<file path="config.mk">
export PLATFORM = sky130hd
export DESIGN_NAME = sound_cmd_writer
export DESIGN_NICKNAME = d
export VERILOG_FILES = /design/src/rtl/sound_cmd_writer.sv
export SDC_FILE = /design/constraint.sdc
export NUM_CORES = 1
export LEC_CHECK = 0
export ABC_AREA = 1
export BUFFER_PORTS_ARGS = -buffer_cell sky130_fd_sc_hd__buf_2
export CORE_UTILIZATION = 40
export CTS_BUF_LIST = sky130_fd_sc_hd__clkbuf_4
export DETAILED_ROUTE_END_ITERATION = 8
export PLACE_DENSITY = 0.63
export SYNTH_ARGS = -nofsm -noshare
export SYNTH_HDL_FRONTEND = slang
export SYNTH_SLANG_ARGS = --single-unit
</file>
<file path="constraint.sdc">
create_clock -name clk -period 4.9 [get_ports clk]
set_input_delay 0.49 -clock clk [delete_from_list [all_inputs] [get_ports clk]]
set_output_delay 0.49 -clock clk [all_outputs]
set_load 0.02 [all_outputs]
</file>
<file path="src/rtl/sound_cmd_writer.sv">
// -----------------------------------------------------------------------------
// sound_cmd_writer
//
// Main-CPU-side writer for the 8-bit sound command latch polled by the sound
// Z80. Host commands are queued in a small FIFO and presented one at a time.
// Each command stays on the latch until the sound CPU has read it and
// HOLD_IRQS sound interrupts have elapsed. The idle code is then shown for
// GAP_IRQS interrupts before the next command is presented.
//
// Handshake: a host command is accepted on every rising clk edge where
// cmd_valid and cmd_ready are both high. cmd_valid may be raised at any time,
// and cmd_data must be stable while cmd_valid is high. cmd_ready is high
// whenever the FIFO holds fewer than DEPTH entries.
//
// Ports:
//   clk        system clock, rising edge
//   reset_n    asynchronous active-low reset
//   cmd_data   host command byte
//   cmd_valid  host offers cmd_data
//   cmd_ready  FIFO can accept a command
//   adr        sound-CPU address bus
//   rd_n       sound-CPU read strobe, active low
//   int_n      sound-CPU interrupt line, active low
//   latch_data value the sound CPU reads at LATCH_ADDR
//   busy       sequencer active or commands pending
//   fifo_count current FIFO occupancy
//   state_dbg  sequencer state (0 IDLE, 1 PRESENT, 2 HOLD, 3 GAP)
// -----------------------------------------------------------------------------
module sound_cmd_writer #(
    parameter int          DEPTH       = 4,
    parameter logic [15:0] LATCH_ADDR  = 16'h6000,
    parameter logic [7:0]  CLEAR_VALUE = 8'h00,
    parameter int          HOLD_IRQS   = 2,
    parameter int          GAP_IRQS    = 1
) (
    input  logic                     clk,
    input  logic                     reset_n,
    input  logic [7:0]               cmd_data,
    input  logic                     cmd_valid,
    output logic                     cmd_ready,
    input  logic [15:0]              adr,
    input  logic                     rd_n,
    input  logic                     int_n,
    output logic [7:0]               latch_data,
    output logic                     busy,
    output logic [$clog2(DEPTH):0]   fifo_count,
    output logic [1:0]               state_dbg
);

    localparam int AW = $clog2(DEPTH);

    localparam logic [AW-1:0] PTR_ONE  = AW'(1);
    localparam logic [AW:0]   CNT_ONE  = (AW+1)'(1);
    localparam logic [AW:0]   FULL_CNT = (AW+1)'(DEPTH);
    localparam logic [7:0]    HOLD_N   = 8'(HOLD_IRQS);
    localparam logic [7:0]    GAP_N    = 8'(GAP_IRQS);

    typedef enum logic [1:0] {
        ST_IDLE    = 2'd0,
        ST_PRESENT = 2'd1,
        ST_HOLD    = 2'd2,
        ST_GAP     = 2'd3
    } state_t;

    // -------------------------------------------------------------------------
    // State
    // -------------------------------------------------------------------------
    state_t          state_q, state_d;
    logic [7:0]      irq_cnt_q, irq_cnt_d;
    logic [7:0]      latch_q, latch_d;
    logic            rd_q, rd_d;
    logic            int_q, int_d;
    logic [AW-1:0]   wr_ptr_q, wr_ptr_d;
    logic [AW-1:0]   rd_ptr_q, rd_ptr_d;
    logic [AW:0]     count_q, count_d;
    logic [7:0]      mem_q [DEPTH];
    logic [7:0]      mem_d [DEPTH];

    // -------------------------------------------------------------------------
    // Bus event detection
    // -------------------------------------------------------------------------
    logic rd_act;
    logic rd_ev;
    logic int_ev;
    logic push;
    logic pop;
    logic [7:0] head;
    logic [7:0] cnt_inc;

    always_comb begin
        rd_act  = ~rd_n & (adr == LATCH_ADDR);
        // Rising edge of rd_act: one event per Z80 read cycle, however long
        // the strobe stays low.
        rd_ev   = rd_act & ~rd_q;
        int_ev  = ~int_n & int_q;
        rd_d    = rd_act;
        int_d   = int_n;
        push    = cmd_valid & (count_q != FULL_CNT);
        head    = mem_q[rd_ptr_q];
        cnt_inc = irq_cnt_q + 8'd1;
    end

    // -------------------------------------------------------------------------
    // FIFO next-state
    // -------------------------------------------------------------------------
    always_comb begin
        mem_d    = mem_q;
        wr_ptr_d = wr_ptr_q;
        rd_ptr_d = rd_ptr_q;
        count_d  = count_q;
        if (push) begin
            mem_d[wr_ptr_q] = cmd_data;
            wr_ptr_d        = wr_ptr_q + PTR_ONE;
        end
        if (pop) begin
            rd_ptr_d = rd_ptr_q + PTR_ONE;
        end
        // Simultaneous push and pop leaves the occupancy unchanged.
        case ({push, pop})
            2'b10:   count_d = count_q + CNT_ONE;
            2'b01:   count_d = count_q - CNT_ONE;
            default: count_d = count_q;
        endcase
    end

    // -------------------------------------------------------------------------
    // Sequencer: next-state process
    // -------------------------------------------------------------------------
    always_comb begin
        state_d   = state_q;
        irq_cnt_d = irq_cnt_q;
        latch_d   = latch_q;
        pop       = 1'b0;
        case (state_q)
            ST_IDLE: begin
                if (count_q != '0) begin
                    pop     = 1'b1;
                    latch_d = head;
                    state_d = ST_PRESENT;
                end
            end
            ST_PRESENT: begin
                // Interrupts are ignored here; a read wins even if an irq
                // edge lands in the same cycle.
                if (rd_ev) begin
                    state_d   = ST_HOLD;
                    irq_cnt_d = 8'd0;
                end
            end
            ST_HOLD: begin
                if (HOLD_N == 8'd0) begin
                    latch_d   = CLEAR_VALUE;
                    irq_cnt_d = 8'd0;
                    state_d   = ST_GAP;
                end else if (int_ev) begin
                    if (cnt_inc == HOLD_N) begin
                        latch_d   = CLEAR_VALUE;
                        irq_cnt_d = 8'd0;
                        state_d   = ST_GAP;
                    end else begin
                        irq_cnt_d = cnt_inc;
                    end
                end
            end
            ST_GAP: begin
                if (GAP_N == 8'd0) begin
                    irq_cnt_d = 8'd0;
                    state_d   = ST_IDLE;
                end else if (int_ev) begin
                    if (cnt_inc == GAP_N) begin
                        irq_cnt_d = 8'd0;
                        state_d   = ST_IDLE;
                    end else begin
                        irq_cnt_d = cnt_inc;
                    end
                end
            end
            default: begin
                state_d = ST_IDLE;
            end
        endcase
    end

    // -------------------------------------------------------------------------
    // Sequencer: state register (also holds FIFO control and edge detectors)
    // -------------------------------------------------------------------------
    always_ff @(posedge clk or negedge reset_n) begin
        if (!reset_n) begin
            state_q   <= ST_IDLE;
            irq_cnt_q <= 8'd0;
            latch_q   <= CLEAR_VALUE;
            rd_q      <= 1'b0;
            int_q     <= 1'b1;
            wr_ptr_q  <= '0;
            rd_ptr_q  <= '0;
            count_q   <= '0;
        end else begin
            state_q   <= state_d;
            irq_cnt_q <= irq_cnt_d;
            latch_q   <= latch_d;
            rd_q      <= rd_d;
            int_q     <= int_d;
            wr_ptr_q  <= wr_ptr_d;
            rd_ptr_q  <= rd_ptr_d;
            count_q   <= count_d;
        end
    end

    // FIFO storage needs no reset: entries are only read once written.
    always_ff @(posedge clk) begin
        mem_q <= mem_d;
    end

    // -------------------------------------------------------------------------
    // Sequencer: output process
    // -------------------------------------------------------------------------
    always_comb begin
        cmd_ready  = (count_q != FULL_CNT);
        latch_data = latch_q;
        busy       = (state_q != ST_IDLE) | (count_q != '0);
        fifo_count = count_q;
        state_dbg  = state_q;
    end

endmodule

</file>
==> results of run 1 <==
-- cell usage in the layout, fill, tap and decap left out, types with 2 or more instances in the layout --
master and count:
nand3_1 9, a21oi_1 18, xor2_1 4, nand2_2 3
inv_1 29, buf_2 43, bufinv_16 2, nor2_2 2
inv_2 2, edfxtp_1 32, ha_1 13, xnor2_1 3
o21ai_1 5, dfrtp_1 26, nand4_1 3, o21ai_2 8
clkbuf_4 10, clkinv_1 3, nand2_1 70, o21ai_0 2
a221o_1 8, nor2_1 21, nand2_4 2
-- metrics by stage --
stage / cells / total power, W / util, % / setup slack, ps
2_1_floorplan: 281 / 0.00143 / - / 2720
3_3_place_gp: 413 / 0.00161 / 46.2 / 2760
3_5_place_dp: 413 / 0.00164 / 46.2 / 2650
4_1_cts: 429 / 0.00202 / 48.4 / 2550
5_1_grt: 429 / 0.00215 / 48.4 / 2440
6_report: 429 / 0.00199 / 48.4 / 2590
-- metal layers --
layer	track usage, %	wire length (um)	part of all wire [%]	vias to the layer above
li1	-	-	-	1034
met1	19.6	2440	47	947
met2	25.3	2410	46	40
met3	3.43	188	3.6	16
met4	10.0	165	3.2	0
met5	0	0	0	-
-- cells in the mapped netlist, types with 3 or more instances --
| master | count | share of area [%] |
|---|---|---|
| a21oi_1 | 18 | 3.2 |
| o21ai_1 | 5 | 0.88 |
| nand3_1 | 9 | 1.6 |
| buf_2 | 3 | 0.53 |
| ha_1 | 13 | 5.7 |
| a221o_1 | 8 | 2.8 |
| nor2_1 | 21 | 2.8 |
| edfxtp_1 | 32 | 34 |
| o21ai_2 | 8 | 2.5 |
| xor2_1 | 4 | 1.2 |
| nand2_2 | 3 | 0.66 |
| dfrtp_1 | 26 | 23 |
| inv_1 | 29 | 3.8 |
| nand2_1 | 70 | 9.2 |
| nand4_1 | 3 | 0.66 |
| xnor2_1 | 3 | 0.92 |
-- flip-flops by register name, summed over array words and instances (netlist names) --
signal	count
latch_data	8
mem_q	32
fifo_count	3
irq_cnt_q	8
rd_q	1
rd_ptr_q	2
state_dbg	2
int_q	1
wr_ptr_q	2
-- worst reg2reg max path, delay by kind of cell (launching register included) --
family	cells	cell delay [ps]
buffers and inverters	3	260
XOR/XNOR	1	150
flip-flops	1	440
adder cells (fa/ha/maj)	3	770
AO/OA/AOI/OAI	3	510
-- cell families (layout without fill, tap and decap cells) --
family / after synthesis / count (layout)
xor gates and xnor gates: 7 / 7
buffers and inverters: 39 / 91
AOI/OAI and AO/OA: 44 / 44
adders and majority gates: 14 / 14
DFF: 59 / 59
and+or+nand+nor: 118 / 118
-- worst paths after layout --
path / startpoint / to / slack [ps] / cells past startpoint
hold reg to reg: latch_data[2]$_DFFE_PN0P_ / latch_data[2]$_DFFE_PN0P_ / 490 / 2
setup / recovery: state_dbg[1]$_DFFE_PN0P_ / busy / 2590 / 6
min in group clk: int_n / int_q$_DFF_PN1_ / 200 / 1
setup reg to reg: state_dbg[1]$_DFFE_PN0P_ / fifo_count[2]$_DFFE_PN0P_ / 2650 / 10
hold / removal: reset_n / latch_data[0]$_DFFE_PN0P_ / 100 / 1
max in group asynchronous: reset_n / rd_ptr_q[0]$_DFFE_PN0P_ / 4400 / 1
-- area by class of cell --
type	count	area [um^2]	area share (%)
clock inverter	6	80.1	2.42
multi-input combinational	183	1060	32.1
clock buffer	10	75.1	2.27
tap	96	120	3.63
sequential	59	1640	49.5
inverter	32	120	3.63
timing repair buffer	43	215	6.50
-- power by group --
| group | switching (W) | leakage [nW] | total, W | internal [W] |
|---|---|---|---|---|
| Sequential | 0.000107 | 0.635 | 0.000771 | 0.000665 |
| Combinational | 0.000541 | 0.756 | 0.000842 | 0.000301 |
| Clock | 0.000171 | 0.0815 | 0.000380 | 0.000209 |
==> metrics, run 1 <==
worst-path maximum fanout 5; Avg Cell Area, Syn 10.2 um^2; Nets 371; Slew HR 48.2%; Min Hold Slack 95.8 ps; CTS max path bufs 2; antenna cell count 0; unrepaired setup endpoints after global routing no; Synth async-reset ratio 45.8%; Critical Path End Type primary output; grt total ovfl 0; CTS tree built; count of final setup violators 0; GPL Wtd Cong 0.743; Clock Skews 15.5 ps; Synth Area in XOR/XNOR 2.15%; CP cell instances inv_1 > ha_1 > inv_1 > nor4_1 > inv_1 > buf_2; Buf/Inv on CP 4; router iterations before antenna repair 4; leakage power figure 1.47 nW; Synth Area in Adders 6.40%; # DRC 0; dominant synthesized flop cell edfxtp_1; clock insertion delay at the later pin of the skew report 390 ps; CTS Root Cell clkbuf_4; area delta synth->final 15.9%; crit path kind reg2out; Unique masters post-synth 37; Setup Buffers After CTS 0; Final period util 47.1%; # rows 30; maximum VDD drop 0.241 mV; DP Area 3150 um^2; Setup TNS 0 ps; # hold bufs at CTS 0; compound-cell area share of the yosys netlist 10.4%; max-cap violations 0; Peak Freq 434 MHz; Syn Inst Count 281; layout cell share with drive strength beyond 1 23.4%; IO Pins 44; worst slew pin tran 775 ps; critical path's top delay family buffers and inverters; DIE AREA 7480 um^2; Period minus WS final 2310 ps; crit start category flip-flop; Via density 4.75; vias in the first global route 1975; first-pass GRT wire length 8890 um; Hold Path Class in2async; Clock H-tree levels 3; area of the core 6830 um^2; mux contribution to synthesized area 0%; CP max stage delay 440 ps; largest net degree at the start of global routing 28; starting DRC count in detailed routing 112; gr usage total 15.8%; die height 86.5 um; Vias 2037; final hold violations 0; syn_nets 324; most frequent CP cell inv_1; Worst Path Required 4410 ps; Critical Path AT 1820 ps; sequential element share of the synthesized area 57.3%; Pwr per Cell Area 602 nW/um^2; wire length per cell 12.1 um; IO buf count 43; Die W 86.5 um; Initial Utilization 41.8%; status finished, final reports clean; largest family of logic cells by synthesized area simple AND/OR/NAND/NOR gates; Synth Area in Simple Gates 18.2%; FF+latch count, synth 59; clock sinks 59; filler cell count 644; Slew Viols, Final 0; Final Instance Area 3310 um^2; number of synthesized flops with an enable pin 32; ANT nets after route 0; cts repair resizes 0; CTS buffer count 9; Clk pin slew, worst setup/hold paths 100 ps; initial antenna violation count 0; Detailed Route WL 5210 um; Synthesis Warnings 0; Slowest-stage cell, CP dfrtp_1; dpl hpwl 3700 um; synthesized area 2860 um^2
No activity file was read; power rests on OpenSTA's default activity.
==> run 2, diff against run 1 <==
--- a/config.mk
+++ b/config.mk
@@ -5,12 +5,12 @@
 export SDC_FILE = /design/constraint.sdc
 export NUM_CORES = 1
 export LEC_CHECK = 0
-export ABC_AREA = 1
+export ABC_AREA = 0
 export BUFFER_PORTS_ARGS = -buffer_cell sky130_fd_sc_hd__buf_2
 export CORE_UTILIZATION = 40
 export CTS_BUF_LIST = sky130_fd_sc_hd__clkbuf_4
 export DETAILED_ROUTE_END_ITERATION = 8
-export PLACE_DENSITY = 0.63
+export PLACE_DENSITY = 0.65
 export SYNTH_ARGS = -nofsm -noshare
 export SYNTH_HDL_FRONTEND = slang
 export SYNTH_SLANG_ARGS = --single-unit
==> constraint.sdc (replaced) <==
create_clock -name clk -period 2.1 [get_ports clk]
set_input_delay 0.21 -clock clk [delete_from_list [all_inputs] [get_ports clk]]
set_output_delay 0.21 -clock clk [all_outputs]
set_load 0.02 [all_outputs]
==> metrics, run 2 <==
Hold Path Class in2reg; router iterations before antenna repair 4; layout cell share with drive strength beyond 1 37.1%; Min Hold Slack 49.8 ps; vias in the first global route 1909; die height 85.7 um; Synthesis Warnings 0; Synth area leaders edfxtp_1 (34%), dfrtp_1 (23%), mux4_2 (6.4%), ha_1 (5.8%), mux2i_1 (2.9%); Via density 4.83; IO Pins 44; Slew HR 57.6%; Peak Freq 460 MHz; DP Worst Slack 60.5 ps; initial antenna violation count 0; r2r startpoint irq_cnt_q[0]$_DFFE_PN0P_; FF-to-FF End state_dbg[0]$_DFFE_PN0P_; CTS buffer count 9; Biggest register mem_q; Detailed Route WL 5300 um; crit path kind reg2reg; placed cell count 371; violated checks negative setup slack; area delta synth->final 25.9%; wire length per cell 13.4 um; Final Non-Filler Cells 395; Unique masters post-synth 46; final core occ 52.0%; status complete, but fails checks; max-cap violations 0; Final Instance Area 3530 um^2; filler cell count 616; Initial Utilization 41.3%; CTS tree built; Hold Path End mem_q[15]$_DFFE_PP_; worst-path maximum fanout 4; # DRC 0; count of final setup violators 10; Avg Cell Area, Syn 12.9 um^2; flop-to-flop setup slack -70 ps; DP Area 3270 um^2; maximum VDD drop 0.869 mV; most common cell after layout, fill and taps aside buf_2; Clock H-tree levels 3; antenna cell count 0; Nets 337; Slew Viols, Final 0; syn_nets 261; CTS max path bufs 2; Final WS setup -72.1 ps; Period minus WS final 2170 ps; largest net degree at the start of global routing 28; FF-to-FF path depth 8; Synth top cells by count edfxtp_1 (32), dfrtp_1 (26), inv_1 (21), nand2_1 (21), ha_1 (13); clock sinks 59; number of flip-flops in the largest register 32; crit start category flip-flop; FF+latch count, synth 59; CP cell instances ha_4 > a21boi_2 > a21oi_2 > o41ai_2 > buf_4 > a31oi_4 > or4_4 > o21a_1; dpl hpwl 3780 um; number of synthesized flops with an enable pin 32; synthesized area 2810 um^2; cell taking the most area after synthesis edfxtp_1; min-delay src cmd_data[7]; starting DRC count in detailed routing 71; Clock Skews 15.4 ps; GPL Wtd Cong 0.769; CTS Root Cell clkbuf_4; clock insertion delay at the later pin of the skew report 390 ps; Critical Path AT 2460 ps; Vias 1909; top-count cell post-synth edfxtp_1; Clk pin slew, worst setup/hold paths 110 ps; leakage power figure 1.53 nW; area of the core 6790 um^2; final hold violations 0; # rows 30; unrepaired setup endpoints after global routing yes; Final period util 103%; worst slew pin tran 637 ps; ANT nets after route 0; dominant synthesized flop cell edfxtp_1; CP max stage delay 520 ps; gr usage total 15.8%; Synth async-reset ratio 45.8%; Critical Path End Type flip-flop; Hold Path Depth 1; sequential element share of the synthesized area 58.4%; Slowest-stage cell, CP or4_4; Pwr per Cell Area 1370 nW/um^2; CP startpoint irq_cnt_q[0]$_DFFE_PN0P_; IO buf count 43; DIE AREA 7350 um^2; Die W 85.7 um; Worst Path Required 2380 ps; grt total ovfl 0; most frequent cells in the layout buf_2 (43), edfxtp_1 (32), dfrtp_1 (23); top cell type's share of synthesized area 34.3%; Syn Inst Count 218; first-pass GRT wire length 8700 um
==> run 2: cell types whose count changed in the layout (fill, tap and decap cells not counted), sizes merged, moves of 3 or more <==
| cell | previous run | this run |
|---|---|---|
| o21ai | 15 | 11 |
| a21oi | 18 | 1 |
| nand2 | 75 | 21 |
| inv | 31 | 23 |
| o211ai | 1 | 4 |
| a221o | 8 | 1 |
| mux4 | 0 | 8 |
| nor2 | 24 | 11 |
| nor3 | 0 | 5 |
| and3 | 1 | 8 |
| nand3 | 10 | 6 |
| buf | 43 | 65 |
| dlygate4sd3 | 0 | 7 |
| mux2i | 0 | 8 |
==> run 2: timing repair <==
item                       in CTS  in global routing
gates resized for setup         0                 19
setup endpoints to repair       0                 14
hold buffers                    6                  1
buffers inserted                0                  1
hold endpoints to repair       43                  4
==> run 2: metal layers <==
layer	share of wire (%)	vias up	routed length, um	track usage (%)
li1	-	946	-	-
met1	44	925	2350	18.2
met2	50	32	2680	27.0
met3	3.7	6	198	6.06
met4	1.4	0	76	5.45
met5	0	-	0	0
==> run 2: layout make-up <==
type                       instances  area [um^2]  share of cell area, %
clock buffer                       9         67.6                   1.91
clock inverter                     7         51.3                   1.45
inverter                          21         78.8                   2.23
multi-input combinational        131         1110                   31.6
sequential                        59         1640                   46.5
tap                               96          120                   3.40
timing repair buffer              72          458                   13.0
==> run 2: worst max-delay path: cells and delay by family (launching register included) <==
family,cells,cell delay [ps]
adder cells (fa/ha/maj),1,160
buffers and inverters,1,180
AND/OR/NAND/NOR,1,520
flip-flops,1,410
AO/OA/AOI/OAI,5,790
==> run 2: worst max path at each step <==
stage                                     end  slack [ps]
floorplan           fifo_count[2]$_DFFE_PN0P_          -3
global placement     state_dbg[0]$_DFFE_PN0P_         100
detailed placement   state_dbg[1]$_DFFE_PN0P_          60
CTS                  state_dbg[1]$_DFFE_PN0P_          30
global route         state_dbg[0]$_DFFE_PN0P_        -160
finish               state_dbg[0]$_DFFE_PN0P_         -70
==> run 2: cells by family (layout without fill, tap and decap cells) <==
family                   count (synthesis)  after routing  share of synthesized area [%]
AO/OA/AOI/OAI                           29             29                           7.67
XOR/XNOR                                 7              7                           2.19
adder cells (fa/ha/maj)                 14             14                           6.51
buffers and inverters                   28            109                           4.28
flip-flops                              59             59                           58.4
multiplexers                            17             17                           9.68
AND/OR/NAND/NOR                         64             64                           11.3
==> run 2: power breakdown <==
group | internal [W] | switching (W) | leakage (nW)
registers | 0.00158 | 0.000235 | 0.627
clock network | 0.000248 | 0.000446 | 0.0627
logic | 0.00109 | 0.00124 | 0.841
total | 0.00292 | 0.00192 | 1.53
==> run 2: metrics by stage <==
stage | power (W) | TNS [ps]
3_3_place_gp | 0.00396 | 0
2_1_floorplan | 0.00329 | -2.85
4_1_cts | 0.00474 | 0
3_5_place_dp | 0.00402 | 0
6_report | 0.00484 | -372
5_1_grt | 0.00522 | -1280
==> run 3, diff against run 2 <==
--- a/config.mk
+++ b/config.mk
@@ -10,7 +10,8 @@
 export CORE_UTILIZATION = 40
 export CTS_BUF_LIST = sky130_fd_sc_hd__clkbuf_4
 export DETAILED_ROUTE_END_ITERATION = 8
-export PLACE_DENSITY = 0.65
+export MAX_ROUTING_LAYER = met4
+export PLACE_DENSITY = 0.58
 export SYNTH_ARGS = -nofsm -noshare
 export SYNTH_HDL_FRONTEND = slang
 export SYNTH_SLANG_ARGS = --single-unit
==> metrics, run 3 (synthesized netlist as in run 2, its figures left out) <==
status finished, final reports clean; Pwr per Cell Area 1390 nW/um^2; DIE AREA 7350 um^2; FF-to-FF path depth 8; worst setup path endpoint state_dbg[0]$_DFFE_PN0P_; Vias 1849; Via density 4.66; Sw Pwr 0.00192 W; clock group share of total power 16.2%; Final period util 99.5%; IO buf count 43; CP cell instances ha_4 > a21boi_2 > a21oi_1 > o41ai_2 > buf_4 > a31oi_4 > or4_4 > o21a_1; Critical Path End Type flip-flop; CTS Root Cell clkbuf_4; starting DRC count in detailed routing 34; leakage power figure 1.56 nW; wire length per cell 13.6 um; r2r startpoint irq_cnt_q[0]$_DFFE_PN0P_; # DRC 0; Period minus WS final 2090 ps; crit start category flip-flop; Peak Freq 478 MHz; most frequent cells in the layout buf_2 (43), edfxtp_1 (32), dfrtp_1 (26); CTS buffer count 9; GPL Wtd Cong 0.802; layout cell share with drive strength beyond 1 35.9%; flop-to-flop setup slack 10 ps; Min Hold Slack 42.3 ps; largest net degree at the start of global routing 28; count of final setup violators 0; max-cap violations 0; Clk pin slew, worst setup/hold paths 100 ps; dpl hpwl 3760 um; FF-to-FF End state_dbg[0]$_DFFE_PN0P_; cell-internal power 0.00305 W; area of the core 6790 um^2; antenna cell count 0; Die W 85.7 um; initial antenna violation count 0; Detailed Route WL 5410 um; Slew Viols, Final 0; DP Worst Slack -38.2 ps; grt total ovfl 0; die height 85.7 um; first-pass GRT wire length 8440 um; Biggest register mem_q; Initial Utilization 41.3%; Slowest-stage cell, CP or4_4; vias in the first global route 1755; Critical Path AT 2360 ps; IO Pins 44; final hold violations 0; area delta synth->final 27.3%; switching share of power 38.7%; CP startpoint irq_cnt_q[0]$_DFFE_PN0P_; combinational fraction of design power 47.4%; most common cell after layout, fill and taps aside buf_2; Seq pwr share 36.5%; Clock Skews 12.2 ps; Nets 339; CP max stage delay 500 ps; maximum VDD drop 0.645 mV; # rows 30; unrepaired setup endpoints after global routing yes; Hold Path Class in2reg; clock insertion delay at the later pin of the skew report 380 ps; Worst Path Required 2370 ps; CTS tree built; filler cell count 606; area occupied by multi-input gates 1130 um^2; Final WS setup 9.66 ps; CTS max path bufs 2; number of flip-flops in the largest register 32; Slew HR 57.9%; Reg area 1640 um^2; crit path kind reg2reg; router iterations before antenna repair 4; Clock H-tree levels 3; worst-path maximum fanout 5; worst slew pin tran 632 ps; gr usage total 16.0%; ANT nets after route 0; clock sinks 59
## run 3: cell count changes in the layout (fill, tap and decap cells not counted), sizes merged
cell | before | now
dlygate4sd3 | 7 | 8
buf | 65 | 66
clkbuf | 9 | 10
inv | 23 | 21
bufinv | 0 | 1
## run 3: what timing repair did
item,4_1_cts,5_1_grt
buffers inserted,2,2
endpoints found under the setup margin,10,15
gates resized for setup,5,10
hold buffers,5,3
pin swaps,3,4
hold endpoints to repair,36,9
## run 3: critical path, delay by kind of cell, from the launching register on
kind	cells	cell delay, ps
AO/OA/AOI/OAI	5	700
AND/OR/NAND/NOR	1	500
flip-flops	1	420
adder cells (fa/ha/maj)	1	180
buffers and inverters	1	200
## run 3: routing by layer
layer	GRT usage, %	vias to the layer above	part of all wire (%)
met5	-	-	0
li1	-	942	-
met4	5.30	0	0.54
met3	5.49	2	2.7
met2	27.6	23	54
met1	17.3	882	43
## run 3: how the worst min path moves through the flow
stage,startpoint,to,cells past startpoint
after floorplan,reset_n,fifo_count[0]$_DFFE_PN0P_,0
after global placement,reset_n,irq_cnt_q[4]$_DFFE_PN0P_,1
after detailed placement,reset_n,irq_cnt_q[3]$_DFFE_PN0P_,1
after CTS,cmd_data[3],mem_q[27]$_DFFE_PP_,1
after global routing,cmd_data[7],mem_q[7]$_DFFE_PP_,1
final,cmd_data[3],mem_q[27]$_DFFE_PP_,1
## run 3: power by group through the flow
stage	sequential [W]	clock, W	combinational [W]
floorplan	0.00192	0	0.00137
global placement	0.00182	0	0.00210
detailed placement	0.00184	0	0.00212
CTS	0.00181	0.000839	0.00222
global route	0.00186	0.000885	0.00260
finish	0.00181	0.000803	0.00235
## run 3: cell type report
class	instances	share of cell area (%)
sequential	59	45.8
clock inverter	6	1.86
tap	96	3.36
multi-input combinational	131	31.5
inverter	21	2.21
clock buffer	10	2.10
timing repair buffer	74	13.1
## run 3: metrics by stage
step                setup TNS (ps)  instances  power (W)  area (um^2)  utilization (%)
global placement             -24.0        369    0.00392         3250             47.9
finish                           0        397    0.00497         3570             52.6
CTS                          -4.27        392    0.00487         3480             51.3
detailed placement           -38.2        369    0.00396         3250             47.9
floorplan                    -2.85        218    0.00329         2820                -
global route                  -589        397    0.00534         3570             52.6
